### src/rtl/defender_pkg.sv
// Shared constants and state encoding for the enemy shot collider.
package defender_pkg;

   localparam int unsigned NUM_SHOTS     = 5;
   localparam int unsigned SLOT_W        = 9;
   localparam int unsigned X_BUS_W       = 46;
   localparam int unsigned Y_BUS_W       = 45;
   localparam int unsigned X4_OFF        = 36;
   localparam int unsigned X4_W          = 10;
   localparam int unsigned CMP_W         = 11;
   localparam int unsigned COORD_W       = 10;
   localparam int unsigned IDX_W         = 3;
   localparam int unsigned LIVES_W       = 3;
   localparam int unsigned START_LIVES   = 3;
   localparam int unsigned HIT_HALF_W    = 10;
   localparam int unsigned SHIP_H        = 20;
   localparam int unsigned INVULN_CYCLES = 4095;
   localparam int unsigned CNT_W         = 12;

   typedef enum logic [1:0] {
      ST_IDLE      = 2'd0,
      ST_PLAY      = 2'd1,
      ST_COOLDOWN  = 2'd2,
      ST_GAME_OVER = 2'd3
   } collider_state_t;

endpackage

### src/rtl/ship_hitbox_cmp.sv
// Combinational test of one projectile against the player ship hit box.
module ship_hitbox_cmp
   import defender_pkg::*;
(
   input  logic [CMP_W-1:0] shot_x,
   input  logic [CMP_W-1:0] shot_y,
   input  logic [CMP_W-1:0] ship_x,
   input  logic [CMP_W-1:0] ship_y,
   output logic             in_box_c
);

   logic [CMP_W-1:0] dx;
   logic [CMP_W-1:0] ship_bottom;

   // Absolute distance by compare-and-subtract; 11 bits leaves headroom so nothing wraps.
   always_comb begin
      dx          = (shot_x >= ship_x) ? (shot_x - ship_x) : (ship_x - shot_x);
      ship_bottom = ship_y + CMP_W'(SHIP_H);
      in_box_c    = (dx < CMP_W'(HIT_HALF_W)) && (shot_y >= ship_y) && (shot_y < ship_bottom);
   end

endmodule

### src/rtl/enemy_shot_collider.sv
// Enemy shot vs player ship collider: scans one projectile slot per tick, raises
// per-slot destroy requests, and owns lives, invulnerability and game-over.
// Optional feature macro: SHIELD_EN adds a shield input that absorbs PLAY hits.
module enemy_shot_collider
   import defender_pkg::*;
(
   input  logic                 clk_4,
   input  logic                 clr,
   input  logic                 play,
   input  logic [X_BUS_W-1:0]   enemy_projectiles_x,
   input  logic [Y_BUS_W-1:0]   enemy_projectiles_y,
   input  logic [COORD_W-1:0]   ship_x,
   input  logic [COORD_W-1:0]   ship_y,
`ifdef SHIELD_EN
   input  logic                 shield,
`endif
   output logic [NUM_SHOTS-1:0] destroy,
   output logic                 player_hit,
   output logic [LIVES_W-1:0]   lives,
   output logic                 invuln,
   output logic                 game_over
);

   collider_state_t     state, state_next;
   logic [IDX_W-1:0]    idx, idx_d;
   logic [CNT_W-1:0]    cnt, cnt_d;
   logic [NUM_SHOTS-1:0] destroy_d, y_active_c, hit_mask_c;
   logic [LIVES_W-1:0]  lives_d;
   logic                player_hit_d, invuln_d, game_over_d;
   logic [CMP_W-1:0]    sel_x_c, sel_y_c;
   logic                sel_destroyed_c, in_box_c;
   logic                scanning_c, hit_c, life_hit_c, shielded_c;

`ifdef SHIELD_EN
   assign shielded_c = shield;
`else
   assign shielded_c = 1'b0;
`endif

   // Scan mux: pick the indexed slot's coordinates and its pending destroy bit.
   always_comb begin
      sel_x_c         = '0;
      sel_y_c         = '0;
      sel_destroyed_c = 1'b0;
      case (idx)
         3'd0: begin sel_x_c = CMP_W'(enemy_projectiles_x[8:0]);   sel_y_c = CMP_W'(enemy_projectiles_y[8:0]);   sel_destroyed_c = destroy[0]; end
         3'd1: begin sel_x_c = CMP_W'(enemy_projectiles_x[17:9]);  sel_y_c = CMP_W'(enemy_projectiles_y[17:9]);  sel_destroyed_c = destroy[1]; end
         3'd2: begin sel_x_c = CMP_W'(enemy_projectiles_x[26:18]); sel_y_c = CMP_W'(enemy_projectiles_y[26:18]); sel_destroyed_c = destroy[2]; end
         3'd3: begin sel_x_c = CMP_W'(enemy_projectiles_x[35:27]); sel_y_c = CMP_W'(enemy_projectiles_y[35:27]); sel_destroyed_c = destroy[3]; end
         3'd4: begin sel_x_c = CMP_W'(enemy_projectiles_x[X4_OFF +: X4_W]); sel_y_c = CMP_W'(enemy_projectiles_y[44:36]); sel_destroyed_c = destroy[4]; end
         default: ;
      endcase
   end

   ship_hitbox_cmp u_hitbox (
      .shot_x   (sel_x_c),
      .shot_y   (sel_y_c),
      .ship_x   (CMP_W'(ship_x)),
      .ship_y   (CMP_W'(ship_y)),
      .in_box_c (in_box_c)
   );

   // Hit qualification: active slot, not already retiring, scanning states only.
   always_comb begin
      scanning_c = play && ((state == ST_PLAY) || (state == ST_COOLDOWN));
      hit_c      = scanning_c && (sel_y_c != '0) && !sel_destroyed_c && in_box_c;
      life_hit_c = hit_c && (state == ST_PLAY) && !shielded_c;
      hit_mask_c = hit_c ? (NUM_SHOTS'(1) << idx) : '0;
      for (int i = 0; i < NUM_SHOTS; i++)
         y_active_c[i] = (enemy_projectiles_y[SLOT_W*i +: SLOT_W] != '0);
   end

   // State register.
   always_ff @(posedge clk_4 or posedge clr) begin
      if (clr) state <= ST_IDLE;
      else     state <= state_next;
   end

   // Next-state logic; dropping play always returns to IDLE.
   always_comb begin
      state_next = state;
      if (!play) begin
         state_next = ST_IDLE;
      end else begin
         case (state)
            ST_IDLE:      state_next = ST_PLAY;
            ST_PLAY:      if (life_hit_c)
                             state_next = (lives == LIVES_W'(1)) ? ST_GAME_OVER : ST_COOLDOWN;
            ST_COOLDOWN:  if (cnt == '0) state_next = ST_PLAY;
            ST_GAME_OVER: state_next = ST_GAME_OVER;
            default:      state_next = ST_IDLE;
         endcase
      end
   end

   // Output/datapath next values.
   always_comb begin
      idx_d        = idx;
      cnt_d        = cnt;
      lives_d      = lives;
      destroy_d    = (destroy | hit_mask_c) & y_active_c;
      player_hit_d = life_hit_c;
      invuln_d     = (state_next == ST_COOLDOWN);
      game_over_d  = (state_next == ST_GAME_OVER);
      if (scanning_c)
         idx_d = (idx == IDX_W'(NUM_SHOTS - 1)) ? '0 : idx + IDX_W'(1);
      if (!play)
         cnt_d = '0;
      else if (life_hit_c)
         cnt_d = CNT_W'(INVULN_CYCLES);
      else if ((state == ST_COOLDOWN) && (cnt != '0))
         cnt_d = cnt - CNT_W'(1);
      if ((state == ST_IDLE) || (state_next == ST_IDLE))
         lives_d = LIVES_W'(START_LIVES);
      else if (life_hit_c)
         lives_d = lives - LIVES_W'(1);
      if (!play || (state == ST_IDLE))
         destroy_d = '0;
   end

   // Registered outputs, scan index and cooldown counter.
   always_ff @(posedge clk_4 or posedge clr) begin
      if (clr) begin
         idx        <= '0;
         cnt        <= '0;
         destroy    <= '0;
         player_hit <= 1'b0;
         lives      <= LIVES_W'(START_LIVES);
         invuln     <= 1'b0;
         game_over  <= 1'b0;
      end else begin
         idx        <= idx_d;
         cnt        <= cnt_d;
         destroy    <= destroy_d;
         player_hit <= player_hit_d;
         lives      <= lives_d;
         invuln     <= invuln_d;
         game_over  <= game_over_d;
      end
   end

endmodule

### config.mk
export PLATFORM = sky130hd
export DESIGN_NAME = enemy_shot_collider
export DESIGN_NICKNAME = d
export VERILOG_FILES = /design/src/rtl/defender_pkg.sv /design/src/rtl/ship_hitbox_cmp.sv /design/src/rtl/enemy_shot_collider.sv
export SDC_FILE = /design/constraint.sdc
export NUM_CORES = 1
export LEC_CHECK = 0
export CAP_MARGIN = 20
export CORE_AREA = 2 2 104 106
export DETAILED_ROUTE_END_ITERATION = 16
export DIE_AREA = 0 0 106 108
export GPL_TIMING_DRIVEN = 0
export PLACE_DENSITY = 0.69
export RECOVER_POWER = 100
export SYNTH_ARGS = -nofsm -noshare
export SYNTH_HDL_FRONTEND = slang
export SYNTH_HIERARCHICAL = 1
export SYNTH_SLANG_ARGS = --single-unit
export TNS_END_PERCENT = 10
### constraint.sdc
create_clock -name clk_4 -period 11.18 [get_ports clk_4]
set_clock_uncertainty 0.1 [all_clocks]
set_input_delay 2.236 -clock clk_4 [delete_from_list [all_inputs] [get_ports clk_4]]
set_output_delay 2.236 -clock clk_4 [all_outputs]
set_load 0.02 [all_outputs]
==> out/qor.log, run 1 <==
qor: worst_setup_path.timing.critical_path.to lives[2]
qor: logic_synthesis.synth-seq-area-share 17.4%
qor: grt.groute.usage.overall 23.4%
qor: sta.post-route-min-period 7510 ps
qor: detailed_routing.drt_pass1_iterations 6
qor: sta.timing.fmax 133 MHz
qor: sta.min_period_over_period 67.1%
qor: placed_design.place.port_buffers 124
qor: grt.grt.busiest_layer met2
qor: detailed_routing.wire_per_inst 17.0 um
qor: clocking.cts_hold_buffers 0
qor: detailed_routing.via_per_inst 5.70
qor: worst_setup_path.worst-r2r-cell-count 22
qor: logic_synthesis.yosys_register_bits 28
qor: sta.fin_setup_tns 0 ps
qor: power_and_ir_drop.netSwitchingFraction 52.7%
qor: grt.grt_antenna_before_repair 0
qor: worst_setup_path.critical_path.reg2reg.endpoint lives[2]
qor: grt.grt_use_met3 3.50%
qor: power_and_ir_drop.net-switching-power 544 uW
qor: power_and_ir_drop.comb_power_share 83.5%
qor: logic_synthesis.synth-edff-count 0
qor: job.maxCapViolCount 0
qor: floorplan.fp.dieW 106 um
qor: detailed_routing.num_vias 4448
qor: grt.met1_track_utilization_from_global_routing 29.9%
qor: detailed_routing.drt_iter0_drc 320
qor: outcome.result_of_the_run completed
qor: sta.slew_violations 0
qor: power_and_ir_drop.power_density 188 mW/mm^2
qor: floorplan.fp.dieH 108 um
qor: logic_synthesis.async_flop_share 100%
qor: final_layout.antenna_cells 0
qor: worst_setup_path.setup.worst_path.end_class flip-flop
qor: power_and_ir_drop.cellInternalPower 488 uW
qor: sta.relSlewSlack 16.1%
qor: clocking.cts_inserted_buffers 3
qor: worst_setup_path.crit_chain dlygate4sd3_1, a222oi_1, o21ai_0, ha_1, fa_1, nand2b_1, a21oi_1, mux2i_1, o2111ai_1, a2111oi_0, nand4_1, a2111oi_0, nand4_1, o31ai_1, a21oi_1, nor4b_1, a211oi_1
qor: hold_path.worstHoldPathType flip-flop to flip-flop
qor: placed_design.hpwlAfterDp 10.8 mm
qor: clocking.htreeDepth 1
qor: logic_synthesis.yosysTopAreaCell sky130_fd_sc_hd__ha_1
qor: clocking.cts_sinks 28
qor: floorplan.floorplan.initialDensity 39.4%
qor: sta.setup_repair_after_global_routing_missed_its_margin no
qor: grt.grt_overflow 0
qor: final_layout.synthToLayoutAreaGrowth 35.8%
qor: grt.grt_pass1_wl 21.6 mm
qor: clocking.insertion_delay 280 ps
qor: detailed_routing.post-route-drc-count 0
qor: logic_synthesis.dominantRegCellSynth sky130_fd_sc_hd__dfrtp_1
qor: final_layout.drive_gt1_share 4.97%
qor: clocking.clkSlewWorstSetupHoldPaths 100 ps
qor: power_and_ir_drop.static_leakage 2.35 nW
qor: sta.setup_viol 0
qor: logic_synthesis.synth_top_cells_by_area sky130_fd_sc_hd__ha_1, sky130_fd_sc_hd__dfrtp_1, sky130_fd_sc_hd__inv_1, sky130_fd_sc_hd__a22oi_1, sky130_fd_sc_hd__o21ai_0
qor: sta.tightest_slew 1260 ps
qor: logic_synthesis.post_synth_most_frequent_cells sky130_fd_sc_hd__ha_1, sky130_fd_sc_hd__inv_1, sky130_fd_sc_hd__nor2_1
qor: logic_synthesis.synth_largest_type_area_fraction 16.8%
qor: power_and_ir_drop.vdd_ir_drop_max 0.0954 mV
qor: placed_design.place.gp.congestion 0.937
qor: sta.final_hold_viol_count 0
qor: detailed_routing.routed_wirelength 13.3 mm
qor: floorplan.die-area 0.0114 mm^2
qor: worst_setup_path.regToRegStartpoint idx[2]
qor: worst_setup_path.timing.critical_path.fanout_max 6
qor: grt.grt_max_degree 29
qor: worst_setup_path.worst_setup_path_start_kind input port
qor: logic_synthesis.post_synth_instance_area 0.00403 mm^2
qor: worst_setup_path.cp.arrival 7520 ps
qor: clocking.ctsRootBufferMaster sky130_fd_sc_hd__clkbuf_8
qor: worst_setup_path.cpMaxStageDelayCell sky130_fd_sc_hd__nor4b_1
qor: grt.global_route.usage.met2 40.8%
qor: logic_synthesis.synth_most_common_cell sky130_fd_sc_hd__ha_1
qor: logic_synthesis.synth.avg_cell_area 7.94 um^2
qor: detailed_routing.drt.antenna.violating_nets 0
qor: logic_synthesis.postSynthCellCount 508
qor: floorplan.fp.coreArea 0.0102 mm^2
qor: final_layout.finalNetCount 815
qor: worst_setup_path.cp.required 11190 ps
qor: clocking.cts_post_setup_buffers_inserted 0
qor: floorplan.count_of_boundary_i_o_pins 125
qor: power_and_ir_drop.pwr-share-seq 10.9%
qor: clocking.post_cts_resized 0
qor: grt.vias_in_the_first_global_route 4510
qor: final_layout.nFillCells 1001
qor: floorplan.fp-row-count 37
qor: clocking.tritoncts yes
qor: logic_synthesis.yosys_warnings 6
qor: worst_setup_path.critical-path-max-stage-delay 780 ps
qor: power_and_ir_drop.clkPwrFrac 5.6%
qor: clocking.clockBufferDepth 2
qor: power_and_ir_drop.p_total 1.03 mW
qor: worst_setup_path.timing_worst_setup_path_type input port to flip-flop
qor: worst_setup_path.crit_start enemy_projectiles_x[9]
qor: worst_setup_path.reg2reg_setup_slack 4120 ps
qor: logic_synthesis.synth_cell_types 73
-- routing by layer --
metal | vias up | routed length (um) | share of wire, %
met3 | 24 | 756 | 5.7
met2 | 187 | 6410 | 48
met1 | 2070 | 5820 | 44
met5 | - | 0 | 0
li1 | 2167 | - | -
met4 | 0 | 281 | 2.1
-- metrics by stage --
stage / instances / hold WS (ps) / setup WS (ps) / instance area, um^2 / utilization [%]
after floorplan: 515 / 411 / 5070 / 4060 / -
after global placement: 775 / 449 / 3940 / 5470 / 53.5
after detailed placement: 775 / 459 / 3900 / 5470 / 53.5
after CTS: 779 / 474 / 4180 / 5510 / 53.9
after global routing: 780 / 510 / 3340 / 5480 / 53.5
final: 780 / 471 / 3670 / 5480 / 53.5
-- flip-flops by register name, indices dropped and copies added, names as in the netlist --
| signal | count |
|---|---|
| invuln | 1 |
| cnt | 12 |
| lives | 3 |
| game_over | 1 |
| destroy | 5 |
| player_hit | 1 |
| idx | 3 |
| state | 2 |
-- worst min path at each step --
stage               endpoint  depth (start not counted)  startpoint
finish                idx[0]                          1      idx[0]
global route          idx[0]                          1      idx[0]
CTS                   idx[0]                          1      idx[0]
detailed placement    idx[0]                          1      idx[0]
global placement      idx[0]                          1      idx[0]
floorplan             idx[0]                          1      idx[0]
-- cell type report --
| class | instances | area [um^2] | area share (%) |
|---|---|---|---|
| tap | 136 | 170 | 3.11 |
| buffer | 23 | 123 | 2.24 |
| clock buffer | 4 | 45.0 | 0.823 |
| sequential | 28 | 703 | 12.8 |
| timing repair buffer | 125 | 1240 | 22.7 |
| multi-input combinational | 412 | 2990 | 54.7 |
| inverter | 52 | 195 | 3.56 |
-- cell families (layout without fill, tap and decap cells) --
group | count (synthesis) | count (layout) | synth area share, %
simple gates | 149 | 149 | 20.0
buf+inv | 75 | 204 | 7.91
other cells | 1 | 8 | 0.0930
xor+xnor | 26 | 26 | 5.65
fa+ha+maj | 56 | 56 | 17.8
compound gates | 166 | 166 | 29.4
flops | 28 | 28 | 17.4
mux | 7 | 7 | 1.80
-- cells in the final DEF, fill, tap and decap left out, types with 5 or more instances in the layout --
| cell type | count |
|---|---|
| sky130_fd_sc_hd__clkdlybuf4s50_1 | 110 |
| sky130_fd_sc_hd__ha_1 | 54 |
| sky130_fd_sc_hd__inv_1 | 52 |
| sky130_fd_sc_hd__nor2_1 | 36 |
| sky130_fd_sc_hd__o21ai_0 | 30 |
| sky130_fd_sc_hd__a21oi_1 | 29 |
| sky130_fd_sc_hd__nand2_1 | 27 |
| sky130_fd_sc_hd__dfrtp_1 | 26 |
| sky130_fd_sc_hd__a22oi_1 | 25 |
| sky130_fd_sc_hd__nor3_1 | 17 |
| sky130_fd_sc_hd__nand3_1 | 15 |
| sky130_fd_sc_hd__xnor2_1 | 14 |
| sky130_fd_sc_hd__dlygate4sd3_1 | 14 |
| sky130_fd_sc_hd__xor2_1 | 12 |
| sky130_fd_sc_hd__buf_2 | 11 |
| sky130_fd_sc_hd__nand4_1 | 10 |
| sky130_fd_sc_hd__a21boi_0 | 9 |
| sky130_fd_sc_hd__a222oi_1 | 8 |
| sky130_fd_sc_hd__clkbuf_1 | 8 |
| sky130_fd_sc_hd__conb_1 | 8 |
| sky130_fd_sc_hd__nand2b_1 | 7 |
| sky130_fd_sc_hd__nor4_1 | 6 |
| sky130_fd_sc_hd__a21o_1 | 6 |
| sky130_fd_sc_hd__a211oi_1 | 6 |
| sky130_fd_sc_hd__mux2i_1 | 5 |
| sky130_fd_sc_hd__nor2b_1 | 5 |
| sky130_fd_sc_hd__o31ai_1 | 5 |
| sky130_fd_sc_hd__a311oi_1 | 5 |
-- worst max-delay path: cells and delay by family --
kind,cells,cell delay (ps)
adder cells (fa/ha/maj),2,640
AND/OR/NAND/NOR,4,1410
multiplexers,1,240
buffers and inverters,1,540
AO/OA/AOI/OAI,9,2450
-- power by group through the flow --
stage	registers, mW	clock network, mW	logic [mW]
6_report	0.113	0.0574	0.862
5_1_grt	0.114	0.0644	0.960
4_1_cts	0.113	0.0594	0.860
3_5_place_dp	0.114	0	0.853
3_3_place_gp	0.114	0	0.836
2_1_floorplan	0.113	0	0.626
(Power assumes the default switching activity.)
==> run 2, diff against run 1 <==
--- a/config.mk
+++ b/config.mk
@@ -10,7 +10,7 @@
 export DETAILED_ROUTE_END_ITERATION = 16
 export DIE_AREA = 0 0 106 108
 export GPL_TIMING_DRIVEN = 0
-export PLACE_DENSITY = 0.69
+export PLACE_DENSITY = 0.72
 export RECOVER_POWER = 100
 export SYNTH_ARGS = -nofsm -noshare
 export SYNTH_HDL_FRONTEND = slang
==> constraint.sdc (replaced) <==
create_clock -name clk_4 -period 6 [get_ports clk_4]
set_clock_uncertainty 0.1 [all_clocks]
set_input_delay 1.2 -clock clk_4 [delete_from_list [all_inputs] [get_ports clk_4]]
set_output_delay 1.2 -clock clk_4 [all_outputs]
set_load 0.02 [all_outputs]
==> run 2 against run 1 <==
Clock power is 110% higher; sequential cell count did not move; global-route usage is 0.056 points lower; sequential power grew 86%; die area did not move; cell area grew 3.0%; clock-buffer cell count unchanged; non-clock buffer count is 2 higher; combinational power is 97% higher; worst setup slack worse by 3500 ps; wire length rose by 1.1%; via count rose by 0.70%; critical path type unchanged.
==> out/qor.log, run 2 (synthesis results as in run 1) <==
qor: outcome.result_of_the_run completed [unchanged]
qor: clocking.clockBufferDepth 2 [unchanged]
qor: grt.groute.usage.overall 23.3% [was 23.4%]
qor: final_layout.reg_top3 cnt x12, destroy x5 [unchanged]
qor: worst_setup_path.critical-path-max-stage-delay 440 ps [was 780 ps]
qor: worst_setup_path.cp.arrival 5860 ps [was 7520 ps]
qor: clocking.insertion_delay 280 ps [about the same]
qor: clocking.cts_hold_buffers 0 [unchanged]
qor: sta.slew_violations 0 [unchanged]
qor: job.maxCapViolCount 0 [unchanged]
qor: sta.timing.fmax 172 MHz
qor: detailed_routing.routed_wirelength 13.4 mm [was 13.3 mm]
qor: floorplan.floorplan.initialDensity 39.4% [unchanged]
qor: clocking.tritoncts yes [unchanged]
qor: detailed_routing.via_per_inst 5.73 [was 5.70]
qor: floorplan.count_of_boundary_i_o_pins 125 [unchanged]
qor: grt.grt_antenna_before_repair 0 [unchanged]
qor: power_and_ir_drop.p_total 2.03 mW [was 1.03 mW]
qor: sta.fin_setup_tns 0 ps [unchanged]
qor: worst_setup_path.worst_setup_path_start_kind input port [unchanged]
qor: final_layout.layout.cells.most_common sky130_fd_sc_hd__clkdlybuf4s50_1 [unchanged]
qor: clocking.htreeDepth 1 [unchanged]
qor: grt.grt_pass1_wl 21.6 mm [about the same]
qor: final_layout.synthToLayoutAreaGrowth 39.9% [was 35.8%]
qor: placed_design.hpwlAfterDp 10.7 mm [was 10.8 mm]
qor: clocking.cts_sinks 28 [unchanged]
qor: worst_setup_path.cp.required 6040 ps [was 11190 ps]
qor: final_layout.largest_register_ff_count 12 [unchanged]
qor: grt.grt_max_degree 29 [unchanged]
qor: power_and_ir_drop.static_leakage 2.40 nW [was 2.35 nW]
qor: detailed_routing.num_vias 4479 [was 4448]
qor: floorplan.fp.dieW 106 um [unchanged]
qor: detailed_routing.post-route-drc-count 0 [unchanged]
qor: final_layout.layout_common_cells sky130_fd_sc_hd__clkdlybuf4s50_1, sky130_fd_sc_hd__inv_1, sky130_fd_sc_hd__ha_1 [was sky130_fd_sc_hd__clkdlybuf4s50_1, sky130_fd_sc_hd__ha_1, sky130_fd_sc_hd__inv_1]
qor: floorplan.fp.coreArea 0.0102 mm^2 [unchanged]
qor: worst_setup_path.timing_worst_setup_path_type input port to flip-flop [unchanged]
qor: grt.grt_overflow 0 [unchanged]
qor: power_and_ir_drop.power_density 359 mW/mm^2 [was 188 mW/mm^2]
qor: sta.relSlewSlack 14.8% [was 16.1%]
qor: worst_setup_path.timing.critical_path.fanout_max 6 [unchanged]
qor: detailed_routing.drt_pass1_iterations 6 [unchanged]
qor: grt.vias_in_the_first_global_route 4515 [was 4510]
qor: final_layout.finalNetCount 817 [was 815]
qor: worst_setup_path.setup.worst_path.end_class flip-flop [unchanged]
qor: hold_path.worstHoldPathType flip-flop to flip-flop [unchanged]
qor: detailed_routing.wire_per_inst 17.2 um [was 17.0 um]
qor: detailed_routing.drt_iter0_drc 292 [was 320]
qor: final_layout.antenna_cells 0 [unchanged]
qor: sta.final.hold.worst_slack 481 ps [was 471 ps]
qor: sta.tightest_slew 1280 ps [was 1260 ps]
qor: clocking.ctsRootBufferMaster sky130_fd_sc_hd__clkbuf_8 [unchanged]
qor: clocking.cts_inserted_buffers 3 [unchanged]
qor: placed_design.place.port_buffers 124 [unchanged]
qor: detailed_routing.drt.antenna.violating_nets 0 [unchanged]
qor: final_layout.drive_gt1_share 8.05% [was 4.97%]
qor: sta.final_hold_viol_count 0 [unchanged]
qor: sta.min_period_over_period 97.0%
qor: floorplan.fp.dieH 108 um [unchanged]
qor: floorplan.die-area 0.0114 mm^2 [unchanged]
qor: sta.post-route-min-period 5820 ps
qor: worst_setup_path.cpMaxStageDelayCell sky130_fd_sc_hd__nor4b_4 [was sky130_fd_sc_hd__nor4b_1]
qor: final_layout.fin_util 55.1% [was 53.5%]
qor: floorplan.fp-row-count 37 [unchanged]
qor: power_and_ir_drop.vdd_ir_drop_max 0.156 mV [was 0.0954 mV]
qor: sta.setup_viol 0 [unchanged]
qor: final_layout.register_with_the_most_flip_flops cnt [unchanged]
qor: clocking.clkSlewWorstSetupHoldPaths 100 ps [about the same]
qor: placed_design.place.gp.congestion 0.921 [was 0.937]
qor: worst_setup_path.crit_chain clkdlybuf4s50_1, a222oi_1, o21ai_1, ha_1, fa_1, nand2b_1, a21oi_1, mux2i_1, o2111ai_1, a2111oi_2, nand4_1, a2111oi_4, nand4_1, buf_4, o31ai_2, a21oi_1, nor4b_4, a211oi_1 [was dlygate4sd3_1, a222oi_1, o21ai_0, ha_1, fa_1, nand2b_1, a21oi_1, mux2i_1, o2111ai_1, a2111oi_0, nand4_1, a2111oi_0, nand4_1, o31ai_1, a21oi_1, nor4b_1, a211oi_1]
[run 2: worst paths after layout]
check	from	end	slack, ps	depth (start not counted)
max in group asynchronous	clr	destroy[4]	3250	3
worst min register to register	idx[0]	idx[0]	480	1
worst max register to register	idx[0]	lives[2]	200	21
min in group asynchronous	clr	cnt[0]	1130	2
worst max-delay path	enemy_projectiles_x[27]	lives[2]	180	18
worst min-delay path	idx[0]	idx[0]	480	1
[run 2: area by class of cell]
cell class / instances / area [um^2]
sequential: 28 / 703
fill: 930 / 4590
inverter: 52 / 195
buffer: 22 / 135
clock buffer: 4 / 55.1
timing repair buffer: 128 / 1270
multi-input combinational: 412 / 3110
tap: 136 / 170
[run 2: metrics by stage]
stage / area [um^2] / cells / setup WS, ps
finish: 5640 / 782 / 178
CTS: 5540 / 778 / 32.1
global placement: 5470 / 775 / -538
detailed placement: 5470 / 775 / -518
floorplan: 4060 / 515 / 657
global route: 5640 / 782 / -68.2
[run 2: what timing repair did]
action                                  in CTS  in global routing
resized for setup                            7                 22
setup buffers                                0                  3
pin swaps                                    0                  6
endpoints found under the setup margin      25                 25
cloned                                       0                  0
[run 2: worst max-delay path, delay by kind of cell]
family                   cells  cell delay (ps)
AO/OA/AOI/OAI                9             2210
adder cells (fa/ha/maj)      2              650
buffers and inverters        2              580
multiplexers                 1              230
AND/OR/NAND/NOR              4              980
[run 2: layer usage]
metal / up-vias / share of wire [%] / GRT usage [%]
li1: 2159 / - / -
met1: 2098 / 42 / 28.8
met2: 195 / 49 / 43.5
met3: 27 / 6.7 / 2.41
met4: 0 / 2.1 / 5.73
met5: - / 0 / 0
[run 2: power breakdown]
group | leakage, nW | internal, mW | switching [mW]
sequential | 0.378 | 0.199 | 0.0116
combinational | 1.99 | 0.700 | 0.996
clock | 0.0288 | 0.0589 | 0.0606
total | 2.40 | 0.958 | 1.07
